$ cat src/rtl/sdspi_run_ctrl_pkg.sv
// Shared types for the sdspi run controller: FSM state encoding and run status codes.
package sdspi_run_ctrl_pkg;

    typedef enum logic [2:0] {
        IDLE   = 3'd0,
        RESET  = 3'd1,
        SETTLE = 3'd2,
        START  = 3'd3,
        RUN    = 3'd4,
        DONE   = 3'd5
    } state_t;

    localparam logic [1:0] ST_OK      = 2'b00;
    localparam logic [1:0] ST_TIMEOUT = 2'b01;
    localparam logic [1:0] ST_ABORT   = 2'b10;

endpackage

$ cat src/rtl/run_cycle_counter.sv
// Saturating cycle counter with synchronous clear and an equality compare against a limit.
module run_cycle_counter #(
    parameter int CNT_W = 32
) (
    input  logic             clk,
    input  logic             rst,
    input  logic             clr,
    input  logic             en,
    input  logic [CNT_W-1:0] limit,
    output logic [CNT_W-1:0] count,
    output logic             at_limit
);

    always_ff @(posedge clk or negedge rst) begin
        if (!rst) begin
            count <= '0;
        end else if (clr) begin
            count <= '0;
        end else if (en && (count != '1)) begin
            count <= count + CNT_W'(1);
        end
    end

    assign at_limit = (count == limit);

endmodule

$ cat src/rtl/sdspi_run_ctrl.sv
// Run controller in front of sdspi_system: mux hand-over, UUT reset, start, timed run.
// Build option: SDSPI_RUN_CTRL_FINISH_SYNC_EN adds a 2-flop synchroniser on sdspi_finish.
module sdspi_run_ctrl
    import sdspi_run_ctrl_pkg::*;
#(
    parameter int RST_CYCLES    = 16,
    parameter int SETTLE_CYCLES = 4,
    parameter int CNT_W         = 32
) (
    input  logic             clk,
    input  logic             rst,
    input  logic             go,
    input  logic             abort,
    input  logic [31:0]      n_blocks_i,
    input  logic [4:0]       sclk_speed_i,
    input  logic             cmd18_i,
    input  logic [CNT_W-1:0] timeout_limit_i,
    input  logic             sdspi_finish,
    output logic             sdspi_ctrl_mux,
    output logic             sdspi_rst,
    output logic             sdspi_start,
    output logic [31:0]      sdspi_n_blocks,
    output logic [4:0]       sdspi_sclk_speed,
    output logic             sdspi_cmd18,
    output logic             busy,
    output logic             done,
    output logic [1:0]       status_o,
    output logic [CNT_W-1:0] cycles_o,
    output logic [2:0]       dbg_state
);

    // Control semantics: go is a level request with no ready; it is only looked at
    // in IDLE (busy=0), is never queued, and a held go starts a new run on every
    // return to IDLE. abort is a level sampled in every active phase. sdspi_finish
    // is a level; the first RUN cycle in which it is seen ends the run.

    localparam logic [CNT_W-1:0] RST_LIM    = CNT_W'(RST_CYCLES - 1);
    localparam logic [CNT_W-1:0] SETTLE_LIM = CNT_W'(SETTLE_CYCLES - 1);

    state_t           state;
    state_t           next_state;
    logic [CNT_W-1:0] limit_q;
    logic [CNT_W-1:0] count;
    logic [CNT_W-1:0] cmp_limit;
    logic             at_limit;
    logic             cnt_clr;
    logic             cnt_en;
    logic             latch_go;
    logic             end_run;
    logic [1:0]       end_status;
    logic             finish_run;

`ifdef SDSPI_RUN_CTRL_FINISH_SYNC_EN
    logic [1:0] finish_sync;

    always_ff @(posedge clk or negedge rst) begin
        if (!rst) begin
            finish_sync <= '0;
        end else begin
            finish_sync <= {finish_sync[0], sdspi_finish};
        end
    end

    assign finish_run = finish_sync[1];
`else
    assign finish_run = sdspi_finish;
`endif

    // One counter times the RESET and SETTLE phases and then measures RUN;
    // the compare limit is switched per phase.
    run_cycle_counter #(
        .CNT_W(CNT_W)
    ) u_counter (
        .clk     (clk),
        .rst     (rst),
        .clr     (cnt_clr),
        .en      (cnt_en),
        .limit   (cmp_limit),
        .count   (count),
        .at_limit(at_limit)
    );

    always_ff @(posedge clk or negedge rst) begin
        if (!rst) begin
            state <= IDLE;
        end else begin
            state <= next_state;
        end
    end

    always_comb begin
        next_state = state;
        cnt_en     = 1'b0;
        cmp_limit  = '0;
        latch_go   = 1'b0;
        end_run    = 1'b0;
        end_status = ST_OK;
        case (state)
            IDLE: begin
                if (go) begin
                    next_state = RESET;
                    latch_go   = 1'b1;
                end
            end
            RESET: begin
                cnt_en    = 1'b1;
                cmp_limit = RST_LIM;
                if (abort) begin
                    next_state = DONE;
                    end_run    = 1'b1;
                    end_status = ST_ABORT;
                end else if (at_limit) begin
                    next_state = SETTLE;
                end
            end
            SETTLE: begin
                cnt_en    = 1'b1;
                cmp_limit = SETTLE_LIM;
                if (abort) begin
                    next_state = DONE;
                    end_run    = 1'b1;
                    end_status = ST_ABORT;
                end else if (at_limit) begin
                    next_state = START;
                end
            end
            START: begin
                if (abort) begin
                    next_state = DONE;
                    end_run    = 1'b1;
                    end_status = ST_ABORT;
                end else begin
                    next_state = RUN;
                end
            end
            RUN: begin
                cnt_en    = 1'b1;
                cmp_limit = limit_q;
                if (abort) begin
                    next_state = DONE;
                    end_run    = 1'b1;
                    end_status = ST_ABORT;
                end else if (finish_run) begin
                    next_state = DONE;
                    end_run    = 1'b1;
                    end_status = ST_OK;
                end else if (at_limit && (limit_q != '0)) begin
                    next_state = DONE;
                    end_run    = 1'b1;
                    end_status = ST_TIMEOUT;
                end
            end
            DONE: begin
                next_state = IDLE;
            end
            default: begin
                next_state = IDLE;
            end
        endcase
    end

    // Every phase change restarts the counter, so START leaves it at 0 for RUN.
    assign cnt_clr = (next_state != state);

    always_ff @(posedge clk or negedge rst) begin
        if (!rst) begin
            sdspi_n_blocks   <= '0;
            sdspi_sclk_speed <= '0;
            sdspi_cmd18      <= 1'b0;
            limit_q          <= '0;
            status_o         <= ST_OK;
            cycles_o         <= '0;
        end else begin
            if (latch_go) begin
                sdspi_n_blocks   <= n_blocks_i;
                sdspi_sclk_speed <= sclk_speed_i;
                sdspi_cmd18      <= cmd18_i;
                limit_q          <= timeout_limit_i;
                status_o         <= ST_OK;
                cycles_o         <= '0;
            end
            if (end_run) begin
                status_o <= end_status;
                cycles_o <= (state == RUN) ? count : '0;
            end
        end
    end

    assign sdspi_ctrl_mux = (state == RESET) || (state == SETTLE) ||
                            (state == START) || (state == RUN);
    assign sdspi_rst      = (state == RESET);
    assign sdspi_start    = (state == START);
    assign busy           = (state != IDLE);
    assign done           = (state == DONE);
    assign dbg_state      = state;

endmodule

$ cat config.mk
export PLATFORM = sky130hd
export DESIGN_NAME = sdspi_run_ctrl
export DESIGN_NICKNAME = d
export VERILOG_FILES = /design/src/rtl/sdspi_run_ctrl_pkg.sv /design/src/rtl/run_cycle_counter.sv /design/src/rtl/sdspi_run_ctrl.sv
export SDC_FILE = /design/constraint.sdc
export NUM_CORES = 1
export LEC_CHECK = 0
export ABC_AREA = 1
export CAP_MARGIN = 25
export CORE_ASPECT_RATIO = 1.25
export CORE_UTILIZATION = 50
export CTS_BUF_LIST = sky130_fd_sc_hd__clkbuf_16
export DETAILED_ROUTE_END_ITERATION = 12
export PLACE_DENSITY = 0.79
export RECOVER_POWER = 25
export SETUP_SLACK_MARGIN = 0.1
export SYNTH_ARGS = -nofsm -noshare
export SYNTH_HDL_FRONTEND = slang
export SYNTH_SLANG_ARGS = --single-unit
$ cat constraint.sdc
create_clock -name clk -period 3.7 [get_ports clk]
set_input_delay 0.74 -clock clk [delete_from_list [all_inputs] [get_ports clk]]
set_output_delay 0.74 -clock clk [all_outputs]
set_load 0.05 [all_outputs]
==> impl_metrics.json, run 1 <==
{
  "status": "complete, but fails checks",
  "failed_checks": "capacitance limit, slew limit",
  "die_h_um": 135,
  "startpoint_type": "flip-flop",
  "drt_pass1_iterations": 7,
  "cp.required_ps": 3990,
  "yosysTopAreaCell": "dfrtp_1",
  "fin_skew_ps": 20.1,
  "synth_seq_cells": 139,
  "cts_root_buf": "clkbuf_16",
  "report.final.hold_viol_count": 0,
  "cts_setup_buffers": 0,
  "endpoint_kind": "flip-flop",
  "antenna_left": 0,
  "synth_top_area_frac": 0.491,
  "rows": 48,
  "maxSlewViolCount": 83,
  "power_frac_comb": 0.445,
  "clockBufferDepth": 2,
  "vias": 6183,
  "clkLatencyLatePin_ps": 430,
  "fin_tns_setup_ps": 0,
  "syn_nets": 860,
  "setup_violations": 0,
  "switchingPower_mw": 3.17,
  "cts_tree": "done",
  "ioPinCount": 155,
  "syn_area_per_cell_um2": 9.04,
  "die_x_um": 108,
  "netlist_area_um2": 7090,
  "seq_area_um2": 3480,
  "arrival_ps": 3330,
  "internal-power_mw": 4.31,
  "final_period_minus_worst_setup_slack_ps": 3040,
  "final_nets": 1010,
  "drive_above_1_share": 0.171,
  "rsz0062_at_grt": "false",
  "final_cell_mix": "184 x nand2_1, 152 x clkdlybuf4s50_1, 139 x dfrtp_1",
  "postCtsHoldBufs": 0,
  "wl_um": 17600,
  "timing.slew.headroom": -0.351,
  "synth_seq_area_share": 0.491,
  "place_congestion": 0.889,
  "holdPathStages": 1,
  "crit_fanout": 50,
  "n_antenna_cell": 0,
  "dp_hpwl_um": 12400,
  "grt_pass1_vias": 6111,
  "seqPwrFrac": 0.306,
  "path_clk_slew_ps": 60,
  "worst-r2r-setup-slack_ps": 660,
  "multi_input_area_um2": 3180,
  "vdd_drop_max_v": 0.000655,
  "drc": 0,
  "syn2layout_area_growth_pct": 32.6,
  "syn_inst": 784,
  "fmax_mhz": 329,
  "htree_levels": 4,
  "tightest_slew_ps": 2030,
  "p_clk_frac": 0.249,
  "yosysUniqueCellTypes": 31,
  "fin_hold_ws_ps": 501,
  "cts_inserted_buffers": 17,
  "wl_per_cell_um": 15.7,
  "drv_cap": 1,
  "grt_first_pass_wirelength_um": 29400,
  "clock-sinks": 139,
  "synthTopCellsByArea": "dfrtp_1 49%, mux2_2 11%, nand2_1 9.7%",
  "cts_resized": 0,
  "rr_worst_depth": 14,
  "hold_path.class": "flip-flop to flip-flop",
  "track_usage": 0.259,
  "drt_iter0_markers": 421,
  "design.die.area_um2": 14700,
  "antenna_found_initial": 0,
  "fillCellCount": 1143,
  "coreArea_um2": 13800,
  "numPortBuffers": 154,
  "p_per_area_nw_per_um2": 796,
  "final_common_cell": "nand2_1",
  "p_leak_nw": 4.16,
  "ys.warnings.count": 0,
  "path_class": "flip-flop to flip-flop",
  "vias_per_cell": 5.51,
  "grt_max_degree": 83,
  "grt-ovfl-total": 0,
  "finalCritPeriodShare": 0.822,
  "switching_share": 0.424,
  "start_util": 0.513
}
registers in the layout (all words and copies together) (netlist names):
name and count:
sdspi_n_blocks 32, status_o 2, limit_q 32, cycles_o 32
sdspi_sclk_speed 5, sdspi_cmd18 1, dbg_state 3, u_counter.count 32
cell type report:
class	count	share of cell area
Timing Repair Buffer	166	0.174
Inverter	66	0.0265
Sequential cell	139	0.370
Tap cell	175	0.0233
Clock buffer	17	0.0453
Clock inverter	15	0.0234
Multi-Input combinational cell	544	0.338
critical path: stages, from the launching register on:
cell and delay (ps):
dfrtp_1 460, inv_1 160, nand2_2 120, nor2_8 500, nor2_1 190, a21oi_2 180
nand2_2 140, nor2_4 130, nand2_1 110, nor2_2 200, nand3_1 180, nor2_2 200
nand2_1 110, xor2_1 180, nor2_2 50
per-layer routing:
layer / up-vias / wire [um] / track usage
met5: - / 0 / 0
met4: 0 / 373 / 0.116
met3: 34 / 1010 / 0.0536
met2: 249 / 8850 / 0.418
met1: 2984 / 7360 / 0.334
li1: 2916 / - / -
Yosys cell counts:
cell type / n
nand2_2: 6
nor3_4: 1
nor2_2: 34
nand4_2: 1
nand4_1: 45
xor2_1: 28
o21ai_1: 1
nor2_1: 31
clkinv_2: 1
nand3_1: 93
nor4_1: 10
and3_1: 1
nor2_8: 1
o21ai_0: 8
inv_1: 64
ha_1: 1
a21oi_1: 4
buf_1: 2
mux2_2: 68
nor3_1: 23
nand2_4: 1
buf_4: 5
or2_2: 1
buf_6: 6
inv_2: 1
nor2_4: 1
dfrtp_1: 139
clkbuf_1: 20
a21oi_2: 1
buf_2: 2
nand2_1: 184
power by group through the flow:
| stage | Sequential [mW] | Combinational [mW] | Clock [mW] |
|---|---|---|---|
| floorplan | 3.05 | 1.63 | 0 |
| global placement | 2.28 | 3.28 | 0 |
| detailed placement | 2.31 | 3.33 | 0 |
| CTS | 2.29 | 3.35 | 1.89 |
| global route | 2.35 | 3.57 | 1.96 |
| finish | 2.29 | 3.33 | 1.86 |
kinds of logic (layout without fill, tap and decap cells):
group / Yosys count / after routing / synth area share
AOI/OAI and AO/OA: 14 / 14 / 0.0104
xor gates and xnor gates: 28 / 28 / 0.0346
adders and majority gates: 1 / 1 / 0.00176
buffers and inverters: 101 / 264 / 0.0630
DFF: 139 / 139 / 0.491
muxes: 68 / 68 / 0.108
and+or+nand+nor: 433 / 433 / 0.291
worst paths after layout:
check | to | from
max | u_counter.count[23]$_DFFE_PN0P_ | dbg_state[0]$_DFF_PN0_
min in group asynchronous | sdspi_n_blocks[23]$_DFFE_PN0P_ | rst
min | sdspi_n_blocks[21]$_DFFE_PN0P_ | sdspi_n_blocks[21]$_DFFE_PN0P_
max reg2reg | u_counter.count[23]$_DFFE_PN0P_ | dbg_state[0]$_DFF_PN0_
max in group asynchronous | sdspi_n_blocks[15]$_DFFE_PN0P_ | rst
min reg2reg | sdspi_n_blocks[21]$_DFFE_PN0P_ | sdspi_n_blocks[21]$_DFFE_PN0P_
through the flow:
step           instance area [um2]   util  power [mW]  setup slack [ps]  instances
3_5_place_dp                  8760  0.635        5.64               694       1090
5_1_grt                       9400  0.681        7.88               294       1122
2_1_floorplan                 7090      -        4.67               944        784
6_report                      9400  0.681        7.48               657       1122
3_3_place_gp                  8760  0.635        5.56               792       1090
4_1_cts                       9410  0.681        7.53               677       1122
(Power assumes the default switching activity.)
==> run 2, diff against run 1 <==
==> constraint.sdc (replaced) <==
create_clock -name clk -period 2.9 [get_ports clk]
set_input_delay 0.58 -clock clk [delete_from_list [all_inputs] [get_ports clk]]
set_output_delay 0.58 -clock clk [all_outputs]
set_load 0.05 [all_outputs]
==> run 2 against run 1 <==
  * The run still ends with capacitance limit, slew limit left
  * Sequential power is 27% higher
  * Critical path depth is 6 higher
  * Clock power is 11% higher
  * Final cell count is 1.2% higher
  * Sequential share of layout area is 0.64 points lower
  * Non-clock buffer count is 13 higher
  * Global-route usage is 0.17 points higher
  * Core utilization is 1.2 points higher
  * Sequential cell count stayed put
  * Power is 29% higher
  * Die area stayed put
  * Fmax is 13% higher
==> impl_metrics.json, run 2 (synthesis gave the netlist of run 1 again) <==
{
  "dp_hpwl_um": 12800,
  "arrival_ps": 2990,
  "status": "complete, but fails checks",
  "drt_iter0_markers": 474,
  "failed_checks": "capacitance limit, slew limit",
  "antenna_left": 0,
  "finalCritPeriodShare": 0.928,
  "final_nets": 1024,
  "timing.slew.headroom": -0.0492,
  "max_stage_delay_ps": 470,
  "place_congestion": 0.974,
  "cp.required_ps": 3200,
  "total_power_mw": 9.69,
  "drive_above_1_share": 0.186,
  "postCtsHoldBufs": 0,
  "cpMostUsedCell": "nand2_1",
  "clock-sinks": 139,
  "fin_skew_ps": 11.9,
  "grt_max_degree": 84,
  "die_x_um": 108,
  "crit_chain": "inv_4 > nand2_4 > nor2_8 > buf_4 > nand2_1 > nand2_1 > nand2_1 > inv_1 > nand2_1 > nor2_1 > nand2_1 > nor2_2 > nand3_1 > nand2_1 > a21oi_1 > nand2_1 > nand2_2 > nand2_8 > buf_12 > nor2_1",
  "vias": 6293,
  "final_common_cell": "nand2_1",
  "hold_path.class": "flip-flop to flip-flop",
  "p_leak_nw": 4.23,
  "track_usage": 0.260,
  "drv_cap": 1,
  "cts_inserted_buffers": 17,
  "crit_fanout": 13,
  "grt_first_pass_wirelength_um": 29500,
  "die_h_um": 135,
  "endpoint_kind": "flip-flop",
  "met2_usage": 0.428,
  "final_period_minus_worst_setup_slack_ps": 2690,
  "ioPinCount": 155,
  "drt_pass1_iterations": 7,
  "numPortBuffers": 154,
  "vdd_drop_max_v": 0.00101,
  "n_antenna_cell": 0,
  "antenna_found_initial": 0,
  "coreArea_um2": 13800,
  "drc": 0,
  "p_per_area_nw_per_um2": 1010,
  "place_ws_ps": 137,
  "vias_per_cell": 5.54,
  "startpoint_type": "flip-flop",
  "start_util": 0.513,
  "fmax_mhz": 372,
  "cts_tree": "done",
  "report.final.hold_viol_count": 0,
  "path_clk_slew_ps": 60,
  "setup_violations": 0,
  "layout_setup_ws_ps": 210,
  "maxSlewViolCount": 64,
  "final_cell_mix": "184 x nand2_1, 149 x clkdlybuf4s50_1, 138 x dfrtp_1",
  "rows": 48,
  "syn2layout_area_growth_pct": 35.0,
  "grt_pass1_vias": 6076,
  "wl_um": 18400,
  "wl_per_cell_um": 16.2,
  "design.die.area_um2": 14700,
  "path_class": "flip-flop to flip-flop",
  "grtUsageMet3": 0.0598,
  "slowest_stage": "dfrtp_2",
  "grt-busiest-layer": "met2",
  "htree_levels": 4,
  "clkLatencyLatePin_ps": 420,
  "met1_usage": 0.330,
  "grt-ovfl-total": 0,
  "clockBufferDepth": 2,
  "cts_root_buf": "clkbuf_16",
  "tightest_slew_ps": 1570
}
run 2: layout make-up:
type	instances	area, um2
clock inverter	15	135
multi-input combinational	545	3210
fill	1088	4240
clock buffer	17	425
tap	175	219
inverter	66	251
timing repair buffer	179	1850
sequential	139	3480
run 2: power breakdown:
part,internal (mW),switching [mW]
clock network,1.24,0.812
registers,2.48,0.418
logic,1.80,2.93
total,5.53,4.16
run 2: through the flow:
step	hold WS [ps]	std cells	util	cell area (um2)	setup TNS, ps
3_3_place_gp	486	1094	0.643	8890	0
6_report	502	1136	0.693	9570	0
5_1_grt	508	1136	0.693	9570	-11.8
3_5_place_dp	493	1094	0.643	8890	0
2_1_floorplan	284	784	-	7090	0
4_1_cts	174	1126	0.684	9450	0
run 2: path summary, 6_finish.rpt:
| kind | startpoint | endpoint | slack (ps) | cells past startpoint |
|---|---|---|---|---|
| worst max-delay path | dbg_state[1]$_DFF_PN0_ | u_counter.count[0]$_DFFE_PN0P_ | 210 | 20 |
| worst min-delay path | sdspi_cmd18$_DFFE_PN0P_ | sdspi_cmd18$_DFFE_PN0P_ | 500 | 1 |
| worst max register to register | dbg_state[1]$_DFF_PN0_ | u_counter.count[0]$_DFFE_PN0P_ | 210 | 20 |
| worst min register to register | sdspi_cmd18$_DFFE_PN0P_ | sdspi_cmd18$_DFFE_PN0P_ | 500 | 1 |
| max in group asynchronous | rst | dbg_state[1]$_DFF_PN0_ | 690 | 2 |
| min in group asynchronous | rst | sdspi_n_blocks[23]$_DFFE_PN0P_ | 550 | 1 |
run 2: critical path, delay by kind of cell, from the launching register on:
family / cells / cell delay [ps]
DFF: 1 / 470
and+or+nand+nor: 15 / 1530
buffers and inverters: 4 / 490
AOI/OAI and AO/OA: 1 / 80
run 2: what timing repair did:
item	4_1_cts	5_1_grt
resized for setup	0	8
setup endpoints to repair	0	64
buffers inserted	0	7
run 2: routing by layer:
| metal | wire length [um] | vias up |
|---|---|---|
| met5 | 0 | - |
| met4 | 500 | 0 |
| met3 | 1290 | 44 |
| met2 | 9200 | 248 |
| met1 | 7460 | 3054 |
| li1 | - | 2947 |
==> run 3, diff against run 2 <==
--- a/config.mk
+++ b/config.mk
@@ -11,6 +11,7 @@
 export CORE_UTILIZATION = 50
 export CTS_BUF_LIST = sky130_fd_sc_hd__clkbuf_16
 export DETAILED_ROUTE_END_ITERATION = 12
+export HOLD_SLACK_MARGIN = 0.03
 export PLACE_DENSITY = 0.79
 export RECOVER_POWER = 25
 export SETUP_SLACK_MARGIN = 0.1
==> results of run 3 <==
No change in the layout: final DEF, timing and power equal those of run 2.
